<file path="src/rtl/inert_spi_serf_if.sv">
// SPI pin bundle between an SPI master and the inertial-sensor responder.
// Carries SS_n/SCLK/MOSI from master, MISO and the INT data-ready line back.
// master modport drives the bus, slave modport is used by inert_spi_serf.
interface inert_spi_serf_if;
    logic SS_n;
    logic SCLK;
    logic MOSI;
    logic MISO;
    logic INT;

    modport master (output SS_n, output SCLK, output MOSI, input MISO, input INT);
    modport slave  (input SS_n, input SCLK, input MOSI, output MISO, output INT);
endinterface

</file>
<file path="src/rtl/inert_spi_serf.sv">
// Inertial-sensor SPI responder: 16-bit frames, RW config regs, RO sample regs, INT.
// Latency: SPI pins resync over SYNC_STAGES+1 clk; writes/read side-effects commit 1 clk after SS_n rise.
// No backpressure: smpl_vld is always accepted (buffered while a sample read is locked).
// Ports: clk, rst_n (sync, active low); spi (slave modport: SS_n, SCLK, MOSI, MISO, INT);
//        smpl_vld/ptch_rt_smpl/AZ_smpl sample load; cfg_done config-complete; err sticky error.
// Optional feature: define INERT_SERF_ERR_EN to enable the sticky illegal-access flag on err.
module inert_spi_serf #(
    parameter int          SYNC_STAGES = 2,
    parameter logic [15:0] PTCH_RST    = 16'h0000,
    parameter logic [15:0] AZ_RST      = 16'h0000
) (
    input  logic                   clk,
    input  logic                   rst_n,
    inert_spi_serf_if.slave        spi,
    input  logic                   smpl_vld,
    input  logic [15:0]            ptch_rt_smpl,
    input  logic [15:0]            AZ_smpl,
    output logic                   cfg_done,
    output logic                   err
);
    localparam logic [1:0] ST_IDLE  = 2'd0;
    localparam logic [1:0] ST_SHIFT = 2'd1;
    localparam logic [1:0] ST_DONE  = 2'd2;

    // ---------------- pin synchronisers + edge detect ----------------
    logic [SYNC_STAGES-1:0] ss_sync, sclk_sync, mosi_sync;
    logic                   ss_d, sclk_d;
    logic                   ss_s, sclk_s, mosi_s;
    logic                   ss_fall, ss_rise, sclk_rise, sclk_fall;

    // SS_n chain resets low so a fall is only seen after SS_n has really been
    // observed high; a frame already in progress at reset is never picked up.
    always_ff @(posedge clk) begin
        if (!rst_n) begin
            ss_sync   <= '0;
            ss_d      <= 1'b0;
            sclk_sync <= '1;
            sclk_d    <= 1'b1;
            mosi_sync <= '0;
        end else begin
            ss_sync   <= {ss_sync[SYNC_STAGES-2:0], spi.SS_n};
            sclk_sync <= {sclk_sync[SYNC_STAGES-2:0], spi.SCLK};
            mosi_sync <= {mosi_sync[SYNC_STAGES-2:0], spi.MOSI};
            ss_d      <= ss_s;
            sclk_d    <= sclk_s;
        end
    end

    assign ss_s      = ss_sync[SYNC_STAGES-1];
    assign sclk_s    = sclk_sync[SYNC_STAGES-1];
    assign mosi_s    = mosi_sync[SYNC_STAGES-1];
    assign ss_fall   = ss_d & ~ss_s;
    assign ss_rise   = ~ss_d & ss_s;
    assign sclk_rise = ~sclk_d & sclk_s;
    assign sclk_fall = sclk_d & ~sclk_s;

    // ---------------- frame FSM / shifters ----------------
    logic [1:0]  state;
    logic [4:0]  bit_cnt;
    logic [15:0] rx_sr, tx_sr;
    logic [6:0]  rd_addr;
    logic [7:0]  rd_dat;
    logic [7:0]  int1_ctrl, ctrl1_xl, ctrl2_g, ctrl3_c;
    logic [15:0] ptch_q, az_q;

    // Address as it stands once the 8th bit arrives: rx_sr[5:0] holds addr[6:1].
    assign rd_addr = {rx_sr[5:0], mosi_s};

    always_comb begin
        rd_dat = 8'h00;
        case (rd_addr)
            7'h0D:   rd_dat = int1_ctrl;
            7'h10:   rd_dat = ctrl1_xl;
            7'h11:   rd_dat = ctrl2_g;
            7'h14:   rd_dat = ctrl3_c;
            7'h22:   rd_dat = ptch_q[7:0];
            7'h23:   rd_dat = ptch_q[15:8];
            7'h2C:   rd_dat = az_q[7:0];
            7'h2D:   rd_dat = az_q[15:8];
            default: rd_dat = 8'h00;
        endcase
    end

    always_ff @(posedge clk) begin
        if (!rst_n) begin
            state   <= ST_IDLE;
            bit_cnt <= 5'd0;
            rx_sr   <= 16'h0000;
            tx_sr   <= 16'h0000;
        end else begin
            case (state)
                ST_IDLE: begin
                    if (ss_fall) begin
                        state   <= ST_SHIFT;
                        bit_cnt <= 5'd0;
                        rx_sr   <= 16'h0000;
                        tx_sr   <= 16'h0000;
                    end
                end
                ST_SHIFT: begin
                    if (ss_rise) begin
                        state <= (bit_cnt == 5'd16) ? ST_DONE : ST_IDLE;
                    end else if (sclk_rise) begin
                        rx_sr <= {rx_sr[14:0], mosi_s};
                        if (bit_cnt != 5'd31) bit_cnt <= bit_cnt + 5'd1;
                        // After 7 falls, frame bits 7:0 sit at tx_sr[14:7]; the
                        // 8th fall then presents reg bit 7 for the 9th rise.
                        if (bit_cnt == 5'd7) tx_sr <= {1'b0, rd_dat, 7'b0};
                    end else if (sclk_fall) begin
                        tx_sr <= {tx_sr[14:0], 1'b0};
                    end
                end
                ST_DONE: state <= ST_IDLE;
                default: state <= ST_IDLE;
            endcase
        end
    end

    assign spi.MISO = (state == ST_SHIFT) & tx_sr[15];

    // ---------------- frame decode ----------------
    logic       done;
    logic       f_rd;
    logic [6:0] f_addr;
    logic [7:0] f_wdat;
    logic       lock_set, lock_clr;

    assign done     = (state == ST_DONE);
    assign f_rd     = rx_sr[15];
    assign f_addr   = rx_sr[14:8];
    assign f_wdat   = rx_sr[7:0];
    assign lock_set = done & f_rd & (f_addr == 7'h22);
    assign lock_clr = done & f_rd & (f_addr == 7'h2D);

    logic [3:0] wr_seen;

    always_ff @(posedge clk) begin
        if (!rst_n) begin
            int1_ctrl <= 8'h00;
            ctrl1_xl  <= 8'h00;
            ctrl2_g   <= 8'h00;
            ctrl3_c   <= 8'h00;
            wr_seen   <= 4'b0000;
        end else if (done && !f_rd) begin
            case (f_addr)
                7'h0D: begin int1_ctrl <= f_wdat; wr_seen[0] <= 1'b1; end
                7'h10: begin ctrl1_xl  <= f_wdat; wr_seen[1] <= 1'b1; end
                7'h11: begin ctrl2_g   <= f_wdat; wr_seen[2] <= 1'b1; end
                7'h14: begin ctrl3_c   <= f_wdat; wr_seen[3] <= 1'b1; end
                default: ;
            endcase
        end
    end

    assign cfg_done = &wr_seen;

    // ---------------- sample snapshot / INT ----------------
    logic [15:0] pend_ptch, pend_az;
    logic        pend_full, lock, smpl_loaded, int_flag;
    logic        held;

    // Lock still in force this clk (a release in the same clk lets new data through).
    assign held = lock & ~lock_clr;

    always_ff @(posedge clk) begin
        if (!rst_n) begin
            ptch_q      <= PTCH_RST;
            az_q        <= AZ_RST;
            pend_ptch   <= PTCH_RST;
            pend_az     <= AZ_RST;
            pend_full   <= 1'b0;
            lock        <= 1'b0;
            smpl_loaded <= 1'b0;
            int_flag    <= 1'b0;
        end else begin
            smpl_loaded <= 1'b0;
            if (smpl_vld && held) begin
                pend_ptch <= ptch_rt_smpl;
                pend_az   <= AZ_smpl;
                pend_full <= 1'b1;
            end else if (smpl_vld) begin
                ptch_q      <= ptch_rt_smpl;
                az_q        <= AZ_smpl;
                pend_full   <= 1'b0;
                smpl_loaded <= 1'b1;
            end else if (lock_clr && pend_full) begin
                ptch_q      <= pend_ptch;
                az_q        <= pend_az;
                pend_full   <= 1'b0;
                smpl_loaded <= 1'b1;
            end

            if (lock_set)      lock <= 1'b1;
            else if (lock_clr) lock <= 1'b0;

            if (smpl_loaded)   int_flag <= 1'b1;
            else if (lock_set) int_flag <= 1'b0;
        end
    end

    assign spi.INT = int_flag & int1_ctrl[1];

    // ---------------- illegal-access flag ----------------
`ifdef INERT_SERF_ERR_EN
    logic addr_rw, addr_ro, abort, err_q;

    assign addr_rw = (f_addr == 7'h0D) | (f_addr == 7'h10) | (f_addr == 7'h11) | (f_addr == 7'h14);
    assign addr_ro = (f_addr == 7'h22) | (f_addr == 7'h23) | (f_addr == 7'h2C) | (f_addr == 7'h2D);
    assign abort   = (state == ST_SHIFT) & ss_rise & (bit_cnt != 5'd16);

    always_ff @(posedge clk) begin
        if (!rst_n) begin
            err_q <= 1'b0;
        end else if (abort || (done && !f_rd && !addr_rw) ||
                     (done && f_rd && !addr_rw && !addr_ro)) begin
            err_q <= 1'b1;
        end
    end

    assign err = err_q;
`else
    assign err = 1'b0;
`endif

endmodule
</file>
<file path="src/flat_wrapper.sv">
// flat-port wrapper written by rule: the top's interface ports become plain ports
module inert_spi_serf_flat 
#(
    parameter int          SYNC_STAGES = 2,
    parameter logic [15:0] PTCH_RST    = 16'h0000,
    parameter logic [15:0] AZ_RST      = 16'h0000
)
  (clk, rst_n, smpl_vld, ptch_rt_smpl, AZ_smpl, cfg_done, err, spi_SS_n, spi_SCLK, spi_MOSI, spi_MISO, spi_INT);
  inert_spi_serf_if spi_i ();
  input  logic clk;
  input  logic rst_n;
  input  logic smpl_vld;
  input  logic [15:0] ptch_rt_smpl;
  input  logic [15:0] AZ_smpl;
  output logic cfg_done;
  output logic err;
  input wire logic [$bits(spi_i.SS_n)-1:0] spi_SS_n;
  input wire logic [$bits(spi_i.SCLK)-1:0] spi_SCLK;
  input wire logic [$bits(spi_i.MOSI)-1:0] spi_MOSI;
  output wire logic [$bits(spi_i.MISO)-1:0] spi_MISO;
  output wire logic [$bits(spi_i.INT)-1:0] spi_INT;
  assign spi_i.SS_n = spi_SS_n;
  assign spi_i.SCLK = spi_SCLK;
  assign spi_i.MOSI = spi_MOSI;
  assign spi_MISO = spi_i.MISO;
  assign spi_INT = spi_i.INT;
  inert_spi_serf #(.SYNC_STAGES(SYNC_STAGES), .PTCH_RST(PTCH_RST), .AZ_RST(AZ_RST)) u_core (.clk(clk), .rst_n(rst_n), .spi(spi_i), .smpl_vld(smpl_vld), .ptch_rt_smpl(ptch_rt_smpl), .AZ_smpl(AZ_smpl), .cfg_done(cfg_done), .err(err));
endmodule
</file>
<file path="config.mk">
export PLATFORM = sky130hd
export DESIGN_NAME = inert_spi_serf_flat
export DESIGN_NICKNAME = d
export VERILOG_FILES = /design/src/rtl/inert_spi_serf_if.sv /design/src/rtl/inert_spi_serf.sv /design/src/flat_wrapper.sv
export SDC_FILE = /design/constraint.sdc
export NUM_CORES = 1
export LEC_CHECK = 0
export ABC_AREA = 1
export BUFFER_PORTS_ARGS = -buffer_cell sky130_fd_sc_hd__buf_2
export CAP_MARGIN = 10
export CORE_UTILIZATION = 35
export DETAILED_ROUTE_END_ITERATION = 16
export GPL_TIMING_DRIVEN = 0
export PLACE_DENSITY = 0.53
export SLEW_MARGIN = 20
export SYNTH_ARGS = -nofsm -noshare
export SYNTH_HDL_FRONTEND = slang
export SYNTH_SLANG_ARGS = --single-unit
</file>
<file path="constraint.sdc">
create_clock -name clk -period 4 [get_ports clk]
set_input_delay 0.4 -clock clk [delete_from_list [all_inputs] [get_ports clk]]
set_output_delay 0.4 -clock clk [all_outputs]
set_load 0.01 [all_outputs]
</file>
==> impl_results.md <==
* RePlAce Congestion at 0.840
* Die W at 138 um
* Sw Ratio at 0.225
* Largest net degree at the start of global routing at 17
* Final Skew at 0.00923 ns
* P_sw at ~740 uW
* Worst-margin pin slew at 0.653 ns
* Maxcap violations at 0
* Critical path peak fanout at 10
* Drt drc at 0
* WP data required at approximately 4.3 ns
* DRT Wirelength at about 18 mm
* Reg power frac at 0.446
* Antenna fix cells at 0
* GRT Overall Usage at 0.200
* Routed WL per cell at 15.1 um
* Status: complete, no violations
* Die H at 138 um
* RSZ-0062 raised after global routing: false
* Pwr Total at 3290 uW
* Register area share after synthesis at 0.446
* Number of global-route vias before repair at between 5k and 6k
* Share of cells above drive strength 1 at 0.148
* R2R depth at 9
* Sink Count at 144
* Largest stage delay, worst path at around 0.35 ns
* Period utilization at 0.508
* I/O Buffers at 39
* DR vias at between 5k and 6k
* Gate power share at 0.047
* CP Capture Type: flop
* Detailed placement HPWL at 13.1 mm
* LEAKAGE at 0.00293 uW
* Clk pwr share at 0.508
* CTS Root Cell: clkbuf_16
* CTS Buffer Depth at 2
* H-tree depth at 4
* Avg Inst Size Synth at 7.27 um2
* Worst-path clk slew at 0.06 ns
* Mapped Cells at 888
* Avg Vias per Cell at 4.92
* Hold EP: u_core.mosi_sync[0]
* Total CTS buffers at 17
* Number of synthesized register bits at 144
* Synthesis warning total at 0
* CP max-delay cell: nor3_2
* Initial DRC count at 342
* Worst skew pair latency at 0.43 ns
* Cell area power density at about 440 mW/mm2
* # rows at 49
* Final setup viols at 0
* Max Freq at about 0.49 GHz
* Hold_sp: spi_MOSI
* Setup TNS at 0 ns
* Grt ovf at 0
* WP buf/inv at 2
* First-pass GRT wire length at ~28 mm
* Initial antenna violation count at 0
* Worst hold path depth at 3
* Final min period at between 2 and 2.5 ns
* WS Path Type: flop to flop
* Int Power at between 2000 and 3000 uW
* Post-CTS Resized at 0
* CP delay by family, top: simple AND/OR/NAND/NOR gates
* Router iterations before antenna repair at 5
* Post-synth cell types at 37
* R2R setup slack at 1.97 ns
* Final Hold Vio Count at 0
* VDD IR max at approximately 0.32 mV
* Layout net count at between 900 and 1k
* Most used cell, CP: nand2_1
* Reg-to-reg critical path endpoint: u_core.az_q[12]
* Crit path cell chain: inv_1 -> nand4_1 -> nor3_2 -> nand2_1 -> nand2_1 -> nand2_1 -> buf_2 -> nand2_1 -> a21oi_1
* R2R Path Start: u_core.rx_sr[12]
* Synth Cell Area at 0.00646 mm2
* Hold buffers post-CTS at 0
* Setup Buffers After CTS at 0
* Die Footprint at between 0.015 and 0.02 mm2
* Area grow syn2layout at 17.0%
* Initial Utilization at 0.358
* I/O pin count at 42
* Max-slew violations at 0
* Hold WC Path Type: primary input to flop
* Synthesized Nets at 929
* Max transition margin at 0.565
* Core area at approximately 0.018 mm2
* CTS tree: yes
* Startpoint class of the critical path: flop
* Post-route ant nets at 0
* CP Data Arrival Time at 2.32 ns
## power groups by stage
stage          Clock, uW  Sequential [uW]  Combinational, uW
6_report            1670             1470                153
4_1_cts             1700             1470                154
3_3_place_gp           0             1500                153
3_5_place_dp           0             1500                153
5_1_grt             1750             1470                172
2_1_floorplan          0             1490               96.9
## cells in the mapped netlist
cell / count / area [um2]
a211oi_1: 16 / 120
a21oi_1: 97 / 485
a21oi_2: 1 / 8.76
and2_1: 1 / 6.26
buf_1: 3 / 11.3
buf_2: 19 / 95.1
buf_4: 11 / 82.6
buf_6: 2 / 22.5
clkbuf_1: 18 / 67.6
clkinv_1: 1 / 3.75
clkinv_4: 1 / 8.76
conb_1: 1 / 3.75
dfxtp_1: 144 / 2880
ha_1: 3 / 37.5
inv_1: 81 / 304
inv_2: 13 / 48.8
nand2_1: 156 / 586
nand2_2: 1 / 6.26
nand2_4: 3 / 33.8
nand3_1: 103 / 515
nand3_2: 1 / 10.0
nand3_4: 1 / 17.5
nand4_1: 12 / 75.1
nor2_1: 68 / 255
nor2_2: 10 / 62.6
nor2_8: 3 / 60.1
nor3_1: 6 / 30.0
nor3_2: 2 / 20.0
nor3b_2: 1 / 12.5
nor4_1: 2 / 12.5
nor4_2: 1 / 12.5
o21ai_0: 64 / 320
o21ai_1: 22 / 110
o21ai_2: 1 / 8.76
o22ai_1: 16 / 100
o31ai_1: 1 / 7.51
or2_2: 2 / 12.5
## layout make-up
class | instances | area [um2]
fill | 1943 | 10500
clock inverter | 9 | 130
multi-input combinational | 595 | 2930
sequential | 144 | 2880
clock buffer | 22 | 484
tap | 229 | 287
timing repair buffer | 39 | 195
inverter | 96 | 365
buffer | 53 | 279
## stage by stage
stage / util / setup WS [ns] / hold slack (ns) / std cells / cell area, um2
4_1_cts: 0.419 / 1.93 / 0.150 / 1187 / 7550
2_1_floorplan: - / 2.40 / 0.390 / 888 / 6460
5_1_grt: 0.419 / 1.75 / 0.173 / 1187 / 7550
6_report: 0.419 / 1.97 / 0.160 / 1187 / 7550
3_5_place_dp: 0.385 / 1.94 / 0.400 / 1156 / 6940
3_3_place_gp: 0.385 / 1.95 / 0.410 / 1156 / 6940
## routing by layer
layer / GRT usage / vias up / part of all wire
li1: - / 3071 / -
met5: 0 / - / 0
met4: 0.0731 / 0 / 0.019
met2: 0.318 / 110 / 0.45
met3: 0.0368 / 22 / 0.035
met1: 0.269 / 2639 / 0.49
## flip-flops by register name, indices dropped and copies added, names as in the netlist
register,count
u_core.ctrl1_xl,8
u_core.lock,1
u_core.ss_sync,2
u_core.ctrl2_g,8
u_core.sclk_d,1
u_core.int1_ctrl,8
u_core.sclk_sync,2
u_core.wr_seen,4
u_core.tx_sr,9
u_core.bit_cnt,5
u_core.pend_az,16
u_core.ss_d,1
u_core.state,2
u_core.pend_ptch,16
u_core.ptch_q,16
u_core.rx_sr,16
u_core.az_q,16
u_core.ctrl3_c,8
u_core.pend_full,1
u_core.int_flag,1
u_core.mosi_sync,2
u_core.smpl_loaded,1
## worst register-to-register path, delay by kind of cell, from the launching register on
family          cells  cell delay [ns]
buf+inv             2             0.35
simple gates        6             1.18
flops               1             0.31
compound gates      1             0.06
## worst max path at each step
stage | startpoint | to | slack, ns | cells after the start
floorplan | u_core.bit_cnt[0] | u_core.bit_cnt[3] | 2.40 | 8
global placement | rst_n | u_core.ctrl2_g[4] | 1.95 | 5
detailed placement | rst_n | u_core.ctrl2_g[5] | 1.94 | 5
CTS | u_core.rx_sr[12] | u_core.az_q[12] | 1.93 | 9
global route | u_core.rx_sr[12] | u_core.az_q[12] | 1.75 | 9
finish | u_core.rx_sr[12] | u_core.az_q[12] | 1.97 | 9
## cell families after synthesis
group                      share of synthesized area
AOI/OAI and AO/OA                              0.180
buffers and inverters                         0.0998
other                                       0.000581
DFF                                            0.446
and+or+nand+nor                                0.268
adders and majority gates                    0.00581
## cells in the final DEF, fill, tap and decap left out, drive strengths merged
| cell | netlist | routed |
|---|---|---|
| nor4 | 3 | 3 |
| dfxtp | 144 | 144 |
| o31ai | 1 | 1 |
| ha | 3 | 3 |
| nor3 | 8 | 8 |
| nand3 | 105 | 105 |
| clkinvlp | 0 | 1 |
| inv | 94 | 95 |
| nor2 | 81 | 81 |
| and2 | 1 | 1 |
| clkinv | 2 | 6 |
| o21ai | 87 | 87 |
| bufinv | 0 | 3 |
| a21oi | 98 | 98 |
| o22ai | 16 | 16 |
| clkbuf | 18 | 40 |
| nand2 | 160 | 160 |
| nand4 | 12 | 12 |
| a211oi | 16 | 16 |
| buf | 35 | 74 |
| nor3b | 1 | 1 |
| or2 | 2 | 2 |
| conb | 1 | 1 |
No activity file was read; power rests on OpenSTA's default activity.
